==> src/rtl/alsu_gen.sv <==
// alsu_gen: two-stage pipelined arithmetic/logic/shift unit.
// Stage 1 registers the whole input bundle; stage 2 computes the result from
// that one sample and registers out_o, leds_o and err_cnt_o.
// Ports:
//   clk_i, rst_i                 clock, synchronous active-high reset
//   in_valid_i                   qualifies the input bundle this cycle
//   a_i, b_i [WIDTH-1:0]         operands
//   opcode_i [2:0]               operation select
//   cin_i, serial_in_i           carry-in, shift fill bit
//   direction_i                  shift/rotate direction (1 = left)
//   red_op_a_i, red_op_b_i       reduction selects (opcodes 000/001 only)
//   bypass_a_i, bypass_b_i       operand bypass, overrides everything
//   out_o [2*WIDTH-1:0]          registered result
//   out_valid_o                  out_o was updated by a valid bundle
//   leds_o [15:0]                toggles on each invalid operation
//   err_cnt_o [7:0]              saturating invalid-operation count
module alsu_gen #(
  parameter int unsigned WIDTH          = 3,
  parameter string       INPUT_PRIORITY = "A",
  parameter string       FULL_ADDER     = "ON"
) (
  input  logic                 clk_i,
  input  logic                 rst_i,
  input  logic                 in_valid_i,
  input  logic [WIDTH-1:0]     a_i,
  input  logic [WIDTH-1:0]     b_i,
  input  logic [2:0]           opcode_i,
  input  logic                 cin_i,
  input  logic                 serial_in_i,
  input  logic                 direction_i,
  input  logic                 red_op_a_i,
  input  logic                 red_op_b_i,
  input  logic                 bypass_a_i,
  input  logic                 bypass_b_i,
  output logic [2*WIDTH-1:0]   out_o,
  output logic                 out_valid_o,
  output logic [15:0]          leds_o,
  output logic [7:0]           err_cnt_o
);

  localparam bit PrioB  = (INPUT_PRIORITY == "B");
  localparam bit AddCin = (FULL_ADDER == "ON");
  localparam int unsigned OW = 2 * WIDTH;

  // Stage 1 sample
  logic             s1_valid_q;
  logic [WIDTH-1:0] s1_a_q, s1_b_q;
  logic [2:0]       s1_op_q;
  logic             s1_cin_q, s1_sin_q, s1_dir_q;
  logic             s1_red_a_q, s1_red_b_q, s1_byp_a_q, s1_byp_b_q;

  // Stage 2 state
  logic [OW-1:0] out_q, out_d;
  logic          out_valid_q;
  logic [15:0]   leds_q, leds_d;
  logic [7:0]    err_q, err_d;

  always_ff @(posedge clk_i) begin
    if (rst_i) begin
      s1_valid_q <= 1'b0;
      s1_a_q     <= '0;
      s1_b_q     <= '0;
      s1_op_q    <= '0;
      s1_cin_q   <= 1'b0;
      s1_sin_q   <= 1'b0;
      s1_dir_q   <= 1'b0;
      s1_red_a_q <= 1'b0;
      s1_red_b_q <= 1'b0;
      s1_byp_a_q <= 1'b0;
      s1_byp_b_q <= 1'b0;
    end else begin
      s1_valid_q <= in_valid_i;
      s1_a_q     <= a_i;
      s1_b_q     <= b_i;
      s1_op_q    <= opcode_i;
      s1_cin_q   <= cin_i;
      s1_sin_q   <= serial_in_i;
      s1_dir_q   <= direction_i;
      s1_red_a_q <= red_op_a_i;
      s1_red_b_q <= red_op_b_i;
      s1_byp_a_q <= bypass_a_i;
      s1_byp_b_q <= bypass_b_i;
    end
  end

  logic             invalid;
  logic [WIDTH-1:0] byp_opnd, red_opnd;
  logic [WIDTH:0]   sum_w;
  logic [OW-1:0]    prod_w;

  always_comb begin
    // Reduction on opcodes other than 000/001 is illegal, as are 110/111.
    invalid  = (s1_op_q[2:1] == 2'b11) ||
               ((s1_red_a_q | s1_red_b_q) && (s1_op_q[2:1] != 2'b00));
    byp_opnd = (s1_byp_a_q && s1_byp_b_q) ? (PrioB ? s1_b_q : s1_a_q) :
               (s1_byp_a_q ? s1_a_q : s1_b_q);
    red_opnd = (s1_red_a_q && s1_red_b_q) ? (PrioB ? s1_b_q : s1_a_q) :
               (s1_red_a_q ? s1_a_q : s1_b_q);
    sum_w    = {1'b0, s1_a_q} + {1'b0, s1_b_q} + {{WIDTH{1'b0}}, s1_cin_q & AddCin};
    prod_w   = {{WIDTH{1'b0}}, s1_a_q} * {{WIDTH{1'b0}}, s1_b_q};

    out_d  = out_q;
    leds_d = leds_q;
    err_d  = err_q;

    if (s1_valid_q) begin
      if (s1_byp_a_q || s1_byp_b_q) begin
        out_d  = {{WIDTH{1'b0}}, byp_opnd};
        leds_d = '0;
      end else if (invalid) begin
        out_d  = '0;
        leds_d = ~leds_q;
        if (err_q != 8'hff) err_d = err_q + 8'd1;
      end else begin
        leds_d = '0;
        case (s1_op_q)
          3'b000: out_d = (s1_red_a_q || s1_red_b_q) ? {{(OW-1){1'b0}}, &red_opnd} :
                                                       {{WIDTH{1'b0}}, s1_a_q & s1_b_q};
          3'b001: out_d = (s1_red_a_q || s1_red_b_q) ? {{(OW-1){1'b0}}, ^red_opnd} :
                                                       {{WIDTH{1'b0}}, s1_a_q ^ s1_b_q};
          3'b010: out_d = {{(WIDTH-1){1'b0}}, sum_w};
          3'b011: out_d = prod_w;
          3'b100: out_d = s1_dir_q ? {out_q[OW-2:0], s1_sin_q} : {s1_sin_q, out_q[OW-1:1]};
          3'b101: out_d = s1_dir_q ? {out_q[OW-2:0], out_q[OW-1]} : {out_q[0], out_q[OW-1:1]};
          default: out_d = out_q;
        endcase
      end
    end
  end

  always_ff @(posedge clk_i) begin
    if (rst_i) begin
      out_q       <= '0;
      out_valid_q <= 1'b0;
      leds_q      <= '0;
      err_q       <= '0;
    end else begin
      out_q       <= out_d;
      out_valid_q <= s1_valid_q;
      leds_q      <= leds_d;
      err_q       <= err_d;
    end
  end

  assign out_o       = out_q;
  assign out_valid_o = out_valid_q;
  assign leds_o      = leds_q;
  assign err_cnt_o   = err_q;

endmodule

==> config.mk <==
export PLATFORM = sky130hd
export DESIGN_NAME = alsu_gen
export DESIGN_NICKNAME = d
export VERILOG_FILES = /design/src/rtl/alsu_gen.sv
export SDC_FILE = /design/constraint.sdc
export NUM_CORES = 1
export LEC_CHECK = 0
export ABC_AREA = 1
export BUFFER_PORTS_ARGS = -buffer_cell sky130_fd_sc_hd__buf_2
export CAP_MARGIN = 20
export CORE_MARGIN = 2
export CORE_UTILIZATION = 45
export CTS_CLUSTER_DIAMETER = 60
export DETAILED_ROUTE_END_ITERATION = 16
export HOLD_SLACK_MARGIN = 0.05
export PLACE_DENSITY = 0.67
export SYNTH_ARGS = -nofsm -noshare
export SYNTH_HDL_FRONTEND = slang
export SYNTH_SLANG_ARGS = --single-unit
==> constraint.sdc <==
create_clock -name clk_i -period 3.3 [get_ports clk_i]
set_input_delay 0.33 -clock clk_i [delete_from_list [all_inputs] [get_ports clk_i]]
set_output_delay 0.33 -clock clk_i [all_outputs]
set_load 0.005 [all_outputs]
==> metrics.cfg <==
[run_status]
status = complete, no violations

[global_route]
met1_usage_pct = 25.0
grt_usage_pct = 18.2
grt_max_degree = 29
gr-usage-met3_pct = 3.45
top_usage_layer = met2
grt_use_met2_pct = 29.1
grt_pass1_vias = 2092
grt_overflow_total = 0
antenna_found_initial = 0
grt_pass1_wl_mm = 9.06

[floorplan]
die_area_um2 = 6160
start_util_pct = 45.9
coreArea_um2 = 5440
ioPinCount = 50
dieHeight_um = 78.5
num_rows = 27
die_w_um = 78.5

[sta]
max_freq_mhz = 456
tns_ps = 0
setup_viol = 0
finalHoldViolations = 0
rsz0062_at_grt = false
fin_skew_ps = 8.86
timing_worst_slew_pin_value_ps = 527
slew_headroom_pct = 64.9
slew_viol_final = 0
post-route-min-period_ps = 2190
period_share_pct = 66.5

[worst_setup_path]
cp-end-kind = register
worstPathArrival_ps = 2430
reg2reg_slack_ps = 1110
timing.rr.end = out_o[4]
critPathKind = reg2reg
path_max_fanout = 6
crit_chain = ha_1, xnor2_1, ha_1, ha_1, fa_1, xor2_1, o2bb2ai_1, nand2_1, a21oi_1
crit_path_top_delay_cell = dfxtp_1
reg2reg_depth = 9
r2r_start = s1_a_q[1]
critPathMostFrequentCell = ha_1
cp_slowest_stage_delay_ps = 430
startpoint_type = register
critical_path_required_ps = 3540

[routing]
vias = 2249
vias_per_cell = 4.83
first_iter_violations = 129
drc = 0
post_drt_wl_per_cell_um = 11.2
ant_nets = 0
firstDrtPassIters = 4
routed_wirelength_mm = 5.20

[synth]
async_flop_share_pct = 0
synth_enable_flop_cells = 0
synth_top_area_share_pct = 38.5
ys_ff_latch = 48
synth_cells = 345
yosys_warnings = 0
synth_top_area_cell = dfxtp_1
synth-main-ff-cell = dfxtp_1
synth_area_um2 = 2490
synth_sequential_area_ratio_pct = 38.5
ys_types = 32
syn_area_per_cell_um2 = 7.23
synth.area.top_cells = dfxtp_1 39%, nand2_1 11%, nor2_1 8.6%, inv_1 7.1%, ha_1 6.0%
syn-num-nets = 379

[place]
place_congestion = 0.855
dp.cells = 458
numPortBuffers = 49
dp_hpwl_mm = 3.87

[hold_path]
hold_end = s1_b_q[0]
whs_path_depth = 3
worstHoldStart = b_i[0]
min_path_type = in2reg

[layout]
area_delta_synth_final_pct = 15.7
multiInputGateArea_um2 = 1290
drive_gt1_share_pct = 18.5
stdcell_count = 466
seqCellArea_um2 = 961
antennaDiodeCount = 0
fin_nets = 427
fillers = 559

[pwr]
power_leakage_nw = 1.46
powerDensity_nw_per_um2 = 393
ir_drop_uv = 234
finalPower_mw = 1.13

[clock_tree]
htree_levels = 2
cts_buffers = 5
post_cts_buffers = 0
clockBufferDepth = 2
cts_tree = done
cts.sinks = 48
clock_latency_ps = 300
path_clk_slew_ps = 90
cts_hold_buf = 0
cts-root-buf = clkbuf_8
cts-resized-gates = 0

[flow_run]
cap_violations = 0

==> logic make-up (layout without fill, tap and decap cells) <==
family / Yosys count / after routing / synth area share (%)
adders and majority gates: 15 / 15 / 8.43
AOI/OAI and AO/OA: 61 / 61 / 14.9
buffers and inverters: 60 / 109 / 9.68
and+or+nand+nor: 155 / 155 / 26.3
DFF: 48 / 48 / 38.5
xor gates and xnor gates: 6 / 6 / 2.11
==> worst max-delay path by stage <==
| stage | from | endpoint | slack, ps |
|---|---|---|---|
| floorplan | s1_a_q[1] | out_o[3] | 1250 |
| global placement | s1_a_q[1] | out_o[4] | 1190 |
| detailed placement | s1_a_q[1] | out_o[3] | 1120 |
| CTS | s1_a_q[1] | out_o[3] | 1100 |
| global route | s1_a_q[1] | out_o[3] | 940 |
| finish | s1_a_q[1] | out_o[4] | 1110 |
==> area by class of cell <==
| type | count | share of cell area (%) |
|---|---|---|
| sequential | 48 | 33.3 |
| clock buffer | 6 | 2.86 |
| inverter | 50 | 6.50 |
| clock inverter | 2 | 0.477 |
| multi-input combinational | 237 | 44.8 |
| timing repair buffer | 51 | 9.01 |
| tap | 72 | 3.12 |
==> critical path: cells and delay by family (launching register included) <==
| family | cells | cell delay, ps |
|---|---|---|
| and+or+nand+nor | 1 | 60 |
| AOI/OAI and AO/OA | 2 | 230 |
| xor gates and xnor gates | 2 | 290 |
| adders and majority gates | 4 | 1120 |
| DFF | 1 | 430 |
==> per-layer routing <==
metal  share of wire [%]  wire length, um
met2                  44             2270
met1                  51             2630
met3                 4.8              252
met5                   0                0
met4                 1.0               53
==> layout by cell type, fill, tap and decap left out, types with 2 or more instances in the layout <==
cell type   n
nor2_1     57
buf_4       2
o21ai_0    13
xnor2_1     2
fa_1        3
ha_1       12
xor2_1      4
a21oi_1    21
nand2_2     3
inv_2       3
dfxtp_1    48
clkbuf_8    6
nand3_1    13
inv_1      47
o21ai_1     2
buf_2      49
a211oi_1   17
nand4_1     2
nor3_1      2
o21ai_2     2
nand2_1    72
o211ai_1    3
==> flip-flops by register name (all words and copies together) (netlist names) <==
register,count
s1_valid_q,1
out_valid_o,1
s1_a_q,3
s1_op_q,3
s1_dir_q,1
s1_b_q,3
s1_red_a_q,1
s1_cin_q,1
s1_red_b_q,1
leds_o,16
out_o,6
s1_sin_q,1
s1_byp_a_q,1
s1_byp_b_q,1
err_cnt_o,8
==> metrics by stage <==
step / area (um2) / utilization (%) / hold slack, ps / setup slack (ps)
2_1_floorplan: 2490 / - / 437 / 1250
3_3_place_gp: 2790 / 51.3 / 446 / 1190
3_5_place_dp: 2790 / 51.3 / 449 / 1120
4_1_cts: 2890 / 53.1 / 217 / 1100
5_1_grt: 2890 / 53.1 / 229 / 945
6_report: 2890 / 53.1 / 225 / 1110
==> synthesized netlist by cell type, drive strengths merged, types with 2 or more instances <==
library cell  instances
ha                   12
buf                   4
fa                    3
nand2                76
clkbuf                6
o211ai                3
xnor2                 2
nor3                  3
nor2                 59
o21ai                17
a21oi                21
xor2                  4
inv                  50
nand4                 2
dfxtp                48
a211oi               17
nand3                13
==> where the power goes <==
| part | internal (mW) | switching [mW] | leakage, nW | total [mW] |
|---|---|---|---|---|
| Sequential | 0.599 | 0.0223 | 0.393 | 0.621 |
| Clock | 0.172 | 0.202 | 0.0516 | 0.373 |
| Combinational | 0.0549 | 0.0839 | 1.02 | 0.139 |
| Total | 0.826 | 0.308 | 1.46 | 1.13 |
(Power assumes the default switching activity.)
